`src/rtl/line_burst_pkg.sv`:
```
// Shared types, geometry and beat-address helper for the line burst controller.
package line_burst_pkg;

    localparam int unsigned AWIDTH  = 9;
    localparam int unsigned DWIDTH  = 8;
    localparam int unsigned BEATS   = 4;
    localparam int unsigned TIMEOUT = 15;

    localparam int unsigned BEAT_W  = $clog2(BEATS);
    localparam int unsigned TMO_W   = $clog2(TIMEOUT + 1);
    localparam int unsigned LINE_W  = BEATS * DWIDTH;

    typedef enum logic [1:0] {
        IDLE = 2'd0,
        WB   = 2'd1,
        FILL = 2'd2,
        DONE = 2'd3
    } state_e;

    // Request captured in IDLE and held for the whole burst.
    typedef struct packed {
        logic              fill;
        logic [AWIDTH-1:0] fill_addr;
        logic [AWIDTH-1:0] wb_addr;
        logic [LINE_W-1:0] wb_line;
    } req_t;

    // Address of beat k within the line containing addr (line base | k).
    function automatic logic [AWIDTH-1:0] beat_addr(input logic [AWIDTH-1:0] addr,
                                                   input logic [BEAT_W-1:0] k);
        return (addr & ~AWIDTH'(BEATS - 1)) | AWIDTH'(k);
    endfunction

endpackage

```
`src/rtl/line_burst_ctrl.sv`:
```
// Line burst controller: sequences write-back and/or fill of one cache line as
// single-word memory beats, assembles the fill line and reports done/err.
module line_burst_ctrl
    import line_burst_pkg::*;
(
    input  logic              clock,
    input  logic              reset,
    input  logic              req_fill,
    input  logic              req_wb,
    input  logic [AWIDTH-1:0] fill_addr,
    input  logic [AWIDTH-1:0] wb_addr,
    input  logic [LINE_W-1:0] wb_line,
    output logic [LINE_W-1:0] fill_line,
    output logic              busy,
    output logic              done,
    output logic              err,
    output logic              mem_rd,
    output logic              mem_wr,
    output logic [AWIDTH-1:0] mem_addr,
    output logic [DWIDTH-1:0] mem_wdata,
    input  logic [DWIDTH-1:0] mem_rdata,
    input  logic              mem_ready
);

    state_e              state_q, state_d;
    logic [BEAT_W-1:0]   beat_q, beat_d;
    logic [TMO_W-1:0]    tmo_q, tmo_d;
    req_t                req_q, req_d;
    logic [LINE_W-1:0]   fill_line_q, fill_line_d;
    logic                busy_q, busy_d;
    logic                done_q, done_d;
    logic                err_q, err_d;
    logic                mem_rd_q, mem_rd_d;
    logic                mem_wr_q, mem_wr_d;
    logic [AWIDTH-1:0]   mem_addr_q, mem_addr_d;
    logic [DWIDTH-1:0]   mem_wdata_q, mem_wdata_d;

    // Next state, counters and next values of all registered outputs.
    always_comb begin
        state_d     = state_q;
        beat_d      = beat_q;
        tmo_d       = tmo_q;
        req_d       = req_q;
        fill_line_d = fill_line_q;
        done_d      = 1'b0;
        err_d       = 1'b0;
        busy_d      = 1'b0;
        mem_rd_d    = 1'b0;
        mem_wr_d    = 1'b0;
        mem_addr_d  = '0;
        mem_wdata_d = '0;

        case (state_q)
            IDLE: begin
                if (req_wb || req_fill) begin
                    req_d.fill      = req_fill;
                    req_d.fill_addr = fill_addr;
                    req_d.wb_addr   = wb_addr;
                    req_d.wb_line   = wb_line;
                    beat_d          = '0;
                    tmo_d           = '0;
                    state_d         = req_wb ? WB : FILL;
                end
            end
            WB, FILL: begin
                if (mem_ready) begin
                    if (state_q == FILL) begin
                        fill_line_d[int'(beat_q) * int'(DWIDTH) +: DWIDTH] = mem_rdata;
                    end
                    tmo_d = '0;
                    if (beat_q == BEAT_W'(BEATS - 1)) begin
                        beat_d = '0;
                        if (state_q == WB && req_q.fill) begin
                            state_d = FILL;
                        end else begin
                            state_d = DONE;
                            done_d  = 1'b1;
                        end
                    end else begin
                        beat_d = BEAT_W'(beat_q + 1'b1);
                    end
                end else if (tmo_q == TMO_W'(TIMEOUT - 1)) begin
                    // Memory never answered: abort the whole request.
                    tmo_d   = '0;
                    beat_d  = '0;
                    state_d = DONE;
                    done_d  = 1'b1;
                    err_d   = 1'b1;
                end else begin
                    tmo_d = TMO_W'(tmo_q + 1'b1);
                end
            end
            DONE: begin
                state_d = IDLE;
            end
            default: begin
                state_d = IDLE;
            end
        endcase

        // Memory-side outputs follow the state being entered.
        busy_d = (state_d != IDLE);
        if (state_d == WB) begin
            mem_wr_d    = 1'b1;
            mem_addr_d  = beat_addr(req_d.wb_addr, beat_d);
            mem_wdata_d = req_d.wb_line[int'(beat_d) * int'(DWIDTH) +: DWIDTH];
        end else if (state_d == FILL) begin
            mem_rd_d    = 1'b1;
            mem_addr_d  = beat_addr(req_d.fill_addr, beat_d);
        end
    end

    // State, counters and output registers with synchronous reset.
    always_ff @(posedge clock) begin
        if (reset) begin
            state_q     <= IDLE;
            beat_q      <= '0;
            tmo_q       <= '0;
            req_q       <= '0;
            fill_line_q <= '0;
            busy_q      <= 1'b0;
            done_q      <= 1'b0;
            err_q       <= 1'b0;
            mem_rd_q    <= 1'b0;
            mem_wr_q    <= 1'b0;
            mem_addr_q  <= '0;
            mem_wdata_q <= '0;
        end else begin
            state_q     <= state_d;
            beat_q      <= beat_d;
            tmo_q       <= tmo_d;
            req_q       <= req_d;
            fill_line_q <= fill_line_d;
            busy_q      <= busy_d;
            done_q      <= done_d;
            err_q       <= err_d;
            mem_rd_q    <= mem_rd_d;
            mem_wr_q    <= mem_wr_d;
            mem_addr_q  <= mem_addr_d;
            mem_wdata_q <= mem_wdata_d;
        end
    end

    assign fill_line = fill_line_q;
    assign busy      = busy_q;
    assign done      = done_q;
    assign err       = err_q;
    assign mem_rd    = mem_rd_q;
    assign mem_wr    = mem_wr_q;
    assign mem_addr  = mem_addr_q;
    assign mem_wdata = mem_wdata_q;

endmodule

```
`config.mk`:
```
export PLATFORM = sky130hd
export DESIGN_NAME = line_burst_ctrl
export DESIGN_NICKNAME = d
export VERILOG_FILES = /design/src/rtl/line_burst_pkg.sv /design/src/rtl/line_burst_ctrl.sv
export SDC_FILE = /design/constraint.sdc
export NUM_CORES = 1
export LEC_CHECK = 0
export BUFFER_PORTS_ARGS = -buffer_cell sky130_fd_sc_hd__buf_4
export CAP_MARGIN = 25
export CORE_UTILIZATION = 47
export DETAILED_ROUTE_END_ITERATION = 8
export PLACE_DENSITY = 0.83
export SLEW_MARGIN = 10
export SYNTH_ARGS = -nofsm -noshare
export SYNTH_HDL_FRONTEND = slang
export SYNTH_SLANG_ARGS = --single-unit
```
`constraint.sdc`:
```
create_clock -name clock -period 2.3 [get_ports clock]
set_input_delay 0.115 -clock clock [delete_from_list [all_inputs] [get_ports clock]]
set_output_delay 0.115 -clock clock [all_outputs]
set_load 0.03 [all_outputs]
```
**Yosys cells after proc, flatten, opt, wreduce, memory -nomap -nowiden**

Index checks and enable logic that the tools add are counted.

- Bits in registers: 113
- Input bits: 63
- Output and inout bits: 54
- Logic and storage cells: 75

- Add/subtract/negate cells: 3
- Equality and inequality tests: 8
- Shifts and indexed selects: 3
- Muxes and demuxes: 27
- Bitwise gates (word level): 4
- Reductions and logical operators: 13

Operators with widths:

| cell | count |
|---|---|
| $mux W50 | 2 |
| $neg A5 Y33 | 1 |
| $shift A8 B33 Y32 const A | 1 |
| $shiftx A8 B33 Y32 | 1 |
| $bwmux W32 | 1 |
| $shiftx A32 B6 Y8 | 1 |
| $mux W2 | 9 |
| $mux W9 | 2 |
| $or A9 B2 Y9 | 2 |
| $mux W4 | 3 |
| $eq A2 B2 Y1 const B | 4 |
| $pmux W4 S2 | 1 |
| $reduce_or A2 Y1 | 4 |
| $mux W1 | 7 |
| $pmux W2 S3 | 1 |
| $add A4 B1 Y4 const B | 1 |
| $eq A2 B1 Y1 const B | 2 |
| $eq A4 B4 Y1 const B | 1 |
| $pmux W2 S2 | 1 |
| $reduce_and A2 Y1 | 2 |
| $reduce_bool A2 Y1 | 2 |
| $reduce_and A3 Y1 | 1 |
| $reduce_or A3 Y1 | 1 |
| $add A2 B1 Y2 const B | 1 |
| 5 further kinds | 6 |

**Logic depth before layout (Yosys ltp)**

Gate-level depths: netlist (run 1).

- Depth after elaboration: 9
- Mapped depth: 9

**Worst setup path after synthesis (run 1)**

No wires, ideal clock.

- Kind: register -> register
- Start point: register state_q[0]
- End point: register mem_wdata_q[0], in the netlist mem_wdata[0]
- Setup time: 0.077 ns
- Arrival: 2.072 ns
- Data required time: 2.223 ns
- Slack: 0.151 ns
- Cell stages (with the launch flop): 9
- Period minus slack after synthesis: 2.149 ns
- Cells stage by stage: dfxtp_1 inv_1 ha_1 nor3b_2 a311o_1 a21oi_4 buf_8 mux2_1 o22ai_1

- Cells in the longest elaborated chain, start to end: 9
- Elaborated cells between the ends (all ways): 18
- Those cells by class: 4 x eq/ne; 1 x shift; 8 x mux; 1 x bitwise; 4 x reduce/logical

RTL lines:

| element | RTL line | RTL |
|---|---|---|
| start, declared | line_burst_ctrl.sv:25 | `state_e state_q, state_d;` |
| start signal, assigned | line_burst_ctrl.sv:129 | `state_q <= state_d;` |
| $eq A2 B1 Y1 | line_burst_ctrl.sv:53, line_burst_ctrl.sv:73 |  |
| $logic_and A1 B1 Y1 | line_burst_ctrl.sv:73 | `if (state_q == WB && req_q.fill) begin` |
| $mux W1 | line_burst_ctrl.sv:73 |  |
| $mux W2 | line_burst_ctrl.sv:71 | `if (beat_q == BEAT_W'(BEATS - 1)) begin` |
| $mux W2 | line_burst_ctrl.sv:66 | `if (mem_ready) begin` |
| $pmux W2 S3 | line_burst_ctrl.sv:53 | `case (state_q)` |
| $eq A2 B1 Y1 | line_burst_ctrl.sv:103 | `if (state_d == WB) begin` |
| $not A1 Y1 (no line) | - |  |
| $reduce_or A2 Y1 (no line) | - |  |
| end signal, assigned | line_burst_ctrl.sv:140 | `mem_wdata_q <= mem_wdata_d;` |
| end, declared | line_burst_ctrl.sv:36 | `logic [DWIDTH-1:0] mem_wdata_q, mem_wdata_d;` |

Several ways; a longest one is shown, not always the timed one.
A chain may end at the register's enable or synchronous reset.

**Worst setup path after layout (run 1)**

- Start point: register state_q[0]
- End point: register mem_wdata_q[4], in the netlist mem_wdata[4]

The elaborated chain is that of the path after synthesis.

==> impl_metrics.py, run 1 <==
metrics = {
    "outcome": {
        "status": "complete, no violations",
    },
    "cells_and_area": {
        "syn2layout_area_growth_pct": 35.2,
        "final_cells": 677,
        "antenna_cells": 0,
        "regArea_sq_um": 2180,
        "final_cell_mix": "buf_4 (125), dfxtp_1 (108), nor2_1 (81)",
        "utilization_pct": 65.9,
        "layout.nets": 639,
        "layout-drive-gt1-share_pct": 29.0,
        "multi_input_area_sq_um": 1970,
        "fill_cells": 669,
        "layout_commonest_cell": "buf_4",
    },
    "grt": {
        "antenna_found_initial": 0,
        "grt_max_degree": 50,
        "track_usage_pct": 21.7,
        "grt_pass1_vias": 3668,
        "grt_pass1_wl_microns": 16600,
        "overflow": 0,
    },
    "critical_path": {
        "cp-start-kind": "flip-flop",
        "end_kind": "flip-flop",
        "r2r_cells": 7,
        "reg2reg_to": "mem_wdata[4]$_SDFF_PP0_",
        "r2r_start": "state_q[0]$_SDFF_PP0_",
        "rrSetupSlack_ns": 0.13,
        "critPathRequiredTime_ns": 2.60,
        "worst-setup-path-type": "flip-flop to flip-flop",
        "arrival_ns": 2.47,
        "crit_fanout": 18,
    },
    "sta": {
        "fmax_ghz": 0.461,
        "worst_slew_pin_slew_ns": 0.517,
        "fin_crit_ns": 2.17,
        "relSlewSlack_pct": 65.2,
        "hold_viol": 0,
        "postLayoutSetupSlackWorst_ns": 0.131,
        "rsz0062_at_grt": "false",
        "post-route-period-util_pct": 94.3,
        "finalSetupViolCount": 0,
        "finClkSkew_ns": 0.0111,
        "slew_viol_final": 0,
        "setup_tns_ns": 0,
    },
    "detailed_routing": {
        "via_per_inst": 5.40,
        "routed_wl_microns": 10300,
        "drtAntennaViolNets": 0,
        "drtIter0Drc": 186,
        "dr_total_vias": 3654,
        "wl_per_cell_microns": 15.2,
        "route.detailed.drc": 0,
        "first_pass_iters": 5,
    },
    "cts": {
        "clockRootBuffer": "clkbuf_8",
        "worstSkewPairLatency_ns": 0.37,
        "cts_buffers": 9,
        "clkTransAtPathRegs_ns": 0.10,
        "cts_tree": "built",
        "cts_max_level": 3,
        "clock_sinks": 109,
        "post-cts-setup-buffers": 0,
        "cts_buffer_depth": 2,
    },
    "placed_design": {
        "post-place-ws_ns": 0.0586,
        "dp_hpwl_microns": 7000,
        "dp.cells": 636,
        "gp_congestion": 0.825,
        "io_buffers": 112,
    },
    "floorplanning": {
        "die_h_microns": 97.1,
        "start_util_pct": 48.8,
        "rows": 34,
        "die_area_sq_um": 9430,
        "ioPinCount": 117,
        "core_sq_um": 8720,
        "die_x_microns": 97.1,
    },
    "yosys": {
        "synth_edf_count": 0,
        "syn-cell-area_sq_um": 4250,
        "synth_fp_nets": 497,
        "yosysTopAreaCellShare_pct": 51.3,
        "ys_warn_count": 0,
        "synth-async-reset-ratio_pct": 0,
        "synth-seq-cells": 109,
        "syn_area_per_cell_sq_um": 10.1,
        "ys.flop_type": "dfxtp_1",
        "yosysSeqAreaShare_pct": 51.3,
        "synth_cell_types": 43,
        "yosysTopAreaCell": "dfxtp_1",
        "synth_area_leaders": "dfxtp_1 (51%), mux2i_1 (9.4%), nor2_1 (7.2%)",
        "synthCells": 422,
    },
    "min_path": {
        "hp-start": "wb_line[22]",
        "min_to": "req_q[22]$_SDFF_PP0_",
        "min_path_cells": 3,
        "hold_class": "input pin to flip-flop",
    },
    "pwr": {
        "max-vdd-ir-drop_uv": 464,
        "power.total_mw": 3.90,
        "p_leak_nw": 2.51,
        "p_per_area_nw_per_um2": 678,
    },
    "job": {
        "cap_violations": 0,
    },
}
layout make-up:
| cell class | instances | area share (%) |
|---|---|---|
| Inverter | 8 | 0.522 |
| Clock buffer | 10 | 2.22 |
| Multi-Input combinational cell | 284 | 34.3 |
| Tap cell | 108 | 2.35 |
| Sequential cell | 109 | 38.0 |
| Timing Repair Buffer | 152 | 21.4 |
| Clock inverter | 6 | 1.24 |
flip-flops by register name (all words and copies together), names as in the netlist:
name       cells
err            1
done           1
mem_addr       9
mem_wdata      8
busy           1
fill_line     32
beat_q         2
mem_wr         1
mem_rd         1
req_q         47
state_q        2
tmo_q          4
power by group:
group	internal, mW	switching, mW	leakage [nW]	total (mW)
sequential	1.99	0.0345	0.891	2.02
clock	0.516	0.648	0.0988	1.16
combinational	0.331	0.380	1.52	0.711
total	2.83	1.06	2.51	3.90
metal layers:
| layer | vias to the layer above | GRT usage [%] | part of all wire [%] |
|---|---|---|---|
| met1 | 1748 | 25.3 | 40 |
| li1 | 1772 | - | - |
| met4 | 0 | 9.07 | 2.1 |
| met5 | - | 0 | 0 |
| met3 | 18 | 6.26 | 6.1 |
| met2 | 116 | 37.1 | 52 |
how the worst max path moves through the flow:
stage	startpoint	to	slack [ns]	cells after the start
3_3_place_gp	state_q[0]$_SDFF_PP0_	mem_wdata[2]$_SDFF_PP0_	0.19	7
2_1_floorplan	state_q[0]$_SDFF_PP0_	mem_wdata[0]$_SDFF_PP0_	0.15	8
4_1_cts	state_q[0]$_SDFF_PP0_	mem_wdata[0]$_SDFF_PP0_	0.04	7
6_report	state_q[0]$_SDFF_PP0_	mem_wdata[4]$_SDFF_PP0_	0.13	7
3_5_place_dp	state_q[0]$_SDFF_PP0_	mem_wdata[0]$_SDFF_PP0_	0.06	7
5_1_grt	state_q[0]$_SDFF_PP0_	mem_wdata[2]$_SDFF_PP0_	0.01	7
critical path: stages, from the launching register on:
cell and delay [ns]:
dfxtp_2 0.37, inv_1 0.07, ha_1 0.38, a311o_1 0.40, a21oi_4 0.18, buf_12 0.17
mux2_2 0.36, o22ai_1 0.16
stage by stage:
| step | cell area [sq um] | hold slack (ns) |
|---|---|---|
| after CTS | 5720 | 0.000592 |
| after floorplan | 4250 | 0.251 |
| after detailed placement | 5270 | 0.377 |
| after global placement | 5270 | 0.362 |
| final | 5750 | 0.0141 |
| after global routing | 5750 | 0.00239 |
logic make-up (layout without fill, tap and decap cells):
| group | Yosys count | count (layout) | share of synthesized area (%) |
|---|---|---|---|
| AOI/OAI and AO/OA | 75 | 75 | 12.9 |
| xor gates and xnor gates | 1 | 1 | 0.206 |
| adders and majority gates | 12 | 12 | 3.53 |
| buffers and inverters | 29 | 176 | 3.18 |
| DFF | 109 | 109 | 51.3 |
| muxes | 56 | 56 | 13.7 |
| and+or+nand+nor | 140 | 140 | 15.2 |
synth_stat cells (2+ instances only):
master    count
o21ai_1       2
a311oi_1      2
buf_2         6
a22oi_1      33
o41ai_1       7
and2_1        2
nor4_1        4
a21oi_1      13
nand2_1      21
o21ai_0       3
clkbuf_1      9
mux2_1        8
inv_1         8
nor2_1       82
nor2b_1       2
nand2b_1      2
ha_1         12
mux2i_1      40
buf_1         4
nand3_2       4
nor3_1        4
o22ai_1       8
nand3_1      11
dfxtp_1     109
mux2_2        8
what timing repair did:
item / CTS / global route
gates resized for setup: 0 / 6
endpoints found under the hold margin: 25 / 0
endpoints found under the setup margin: 0 / 15
hold buffers: 25 / 0
No activity file was read; power rests on OpenSTA's default activity.
==> run 2: changes to the inputs <==
--- a/config.mk
+++ b/config.mk
@@ -9,7 +9,7 @@
 export CAP_MARGIN = 25
 export CORE_UTILIZATION = 47
 export DETAILED_ROUTE_END_ITERATION = 8
-export PLACE_DENSITY = 0.83
+export PLACE_DENSITY = 0.81
 export SLEW_MARGIN = 10
 export SYNTH_ARGS = -nofsm -noshare
 export SYNTH_HDL_FRONTEND = slang
==> run 2 against run 1 <==
  * Critical path depth stayed put
  * Worst setup slack improved by 0.022 ns
  * Cell area down 0.46%
==> impl_metrics.py, run 2 (same netlist as run 1, synthesis figures left out) <==
metrics = {
    "sta": {
        "fin_crit_ns": 2.15,
        "hold_ws_ns": 0.0102,
        "finClkSkew_ns": 0.0121,
        "rsz0062_at_grt": "false",
        "relSlewSlack_pct": 57.6,
        "worst_slew_pin_slew_ns": 0.637,
        "fmax_ghz": 0.466,
        "finalSetupViolCount": 0,
        "postLayoutSetupSlackWorst_ns": 0.153,
        "slew_viol_final": 0,
        "setup_tns_ns": 0,
        "hold_viol": 0,
        "post-route-period-util_pct": 93.3,
    },
    "placed_design": {
        "io_buffers": 112,
        "placed_cell_area_sq_um": 5280,
        "post-place-ws_ns": 0.0982,
        "dp_hpwl_microns": 6940,
        "gp_congestion": 0.808,
    },
    "detailed_routing": {
        "wl_per_cell_microns": 14.6,
        "first_pass_iters": 4,
        "drtIter0Drc": 190,
        "routed_wl_microns": 9870,
        "drtAntennaViolNets": 0,
        "via_per_inst": 5.28,
        "route.detailed.drc": 0,
        "dr_total_vias": 3571,
    },
    "critical_path": {
        "r2r_start": "state_q[0]$_SDFF_PP0_",
        "cpPeakStageDelay_ns": 0.40,
        "crit_family": "compound AO/OA/AOI/OAI gates",
        "worst-setup-path-type": "flip-flop to flip-flop",
        "cp_slowest_cell": "a311o_1",
        "end_kind": "flip-flop",
        "rrSetupSlack_ns": 0.15,
        "crit_fanout": 18,
        "cp-start-kind": "flip-flop",
        "r2r_cells": 7,
        "reg2reg_to": "mem_wdata[2]$_SDFF_PP0_",
        "arrival_ns": 2.44,
        "critPathRequiredTime_ns": 2.59,
        "cp_num_buf_inv": 2,
        "path_cells": "inv_1 -> ha_1 -> a311o_1 -> a21oi_4 -> buf_12 -> mux2_2 -> o22ai_1",
    },
    "pwr": {
        "max-vdd-ir-drop_uv": 329,
        "p_per_area_nw_per_um2": 666,
        "p_leak_nw": 2.50,
        "power.total_mw": 3.81,
    },
    "grt": {
        "track_usage_pct": 20.8,
        "grt_pass1_vias": 3471,
        "grt_max_degree": 64,
        "overflow": 0,
        "antenna_found_initial": 0,
        "grt_pass1_wl_microns": 16100,
    },
    "cells_and_area": {
        "layout.nets": 638,
        "layout_commonest_cell": "buf_4",
        "antenna_cells": 0,
        "fill_cells": 636,
        "largest_register_ffs": 47,
        "syn2layout_area_growth_pct": 34.6,
        "layout-drive-gt1-share_pct": 29.2,
        "regMostFlops": "req_q",
        "regArea_sq_um": 2180,
        "multi_input_area_sq_um": 1970,
        "final_cell_mix": "buf_4 (126), dfxtp_1 (108), nor2_1 (81)",
        "fin_area_sq_um": 5720,
    },
    "cts": {
        "cts_tree": "built",
        "clkTransAtPathRegs_ns": 0.10,
        "worstSkewPairLatency_ns": 0.37,
        "cts_buffer_depth": 2,
        "clock_sinks": 109,
        "cts_max_level": 3,
        "cts_buffers": 9,
        "clockRootBuffer": "clkbuf_8",
    },
    "job": {
        "cap_violations": 0,
    },
    "floorplanning": {
        "die_area_sq_um": 9430,
        "die_x_microns": 97.1,
        "start_util_pct": 48.8,
        "die_h_microns": 97.1,
        "ioPinCount": 117,
        "core_sq_um": 8720,
        "rows": 34,
    },
    "min_path": {
        "hp-start": "wb_line[6]",
        "min_to": "req_q[6]$_SDFF_PP0_",
        "hold_class": "input pin to flip-flop",
        "min_path_cells": 3,
    },
    "outcome": {
        "status": "complete, no violations",
    },
}
run 2: worst max path at each step:
stage | startpoint | to | cells after the start | slack, ns
global placement | state_q[0]$_SDFF_PP0_ | mem_wdata[2]$_SDFF_PP0_ | 8 | 0.19
detailed placement | state_q[0]$_SDFF_PP0_ | mem_wdata[2]$_SDFF_PP0_ | 7 | 0.1
CTS | state_q[0]$_SDFF_PP0_ | mem_wdata[2]$_SDFF_PP0_ | 7 | 0.06
global route | state_q[0]$_SDFF_PP0_ | mem_wdata[6]$_SDFF_PP0_ | 7 | 0.04
floorplan | state_q[0]$_SDFF_PP0_ | mem_wdata[0]$_SDFF_PP0_ | 8 | 0.15
finish | state_q[0]$_SDFF_PP0_ | mem_wdata[2]$_SDFF_PP0_ | 7 | 0.15
run 2: layout make-up:
cell class / instances / share of cell area, %
clock inverter: 5 / 0.787
inverter: 8 / 0.525
timing repair buffer: 151 / 21.3
tap: 108 / 2.36
multi-input combinational: 284 / 34.5
sequential: 109 / 38.2
clock buffer: 11 / 2.47
run 2: power by group:
part           internal (mW)  switching [mW]
Combinational          0.332           0.373
Clock                  0.438           0.647
Sequential              1.99          0.0327
Total                   2.76            1.05
run 2: metrics by stage:
stage | cells | utilization [%]
floorplan | 422 | -
global placement | 637 | 60.5
detailed placement | 637 | 60.5
CTS | 676 | 65.3
global route | 676 | 65.6
finish | 676 | 65.6
run 2: timing repair:
item | CTS | global route
setup endpoints to repair | 0 | 17
hold endpoints to repair | 23 | 0
hold buffers | 23 | 0
setup buffers | 0 | 0
gates resized for setup | 0 | 6
run 2: routing by layer:
metal  track usage [%]  part of all wire, %  vias to the layer above
met4              7.81                  1.1                        0
met1              25.4                   42                     1685
li1                  -                    -                     1778
met5                 0                    0                        -
met2              35.2                   51                       96
met3              5.25                  6.0                       12
run 2: tightest hold or removal path, stage by stage:
cell and delay, ns:
buf_4 0.08, mux2i_1 0.06, nor2_1 0.09
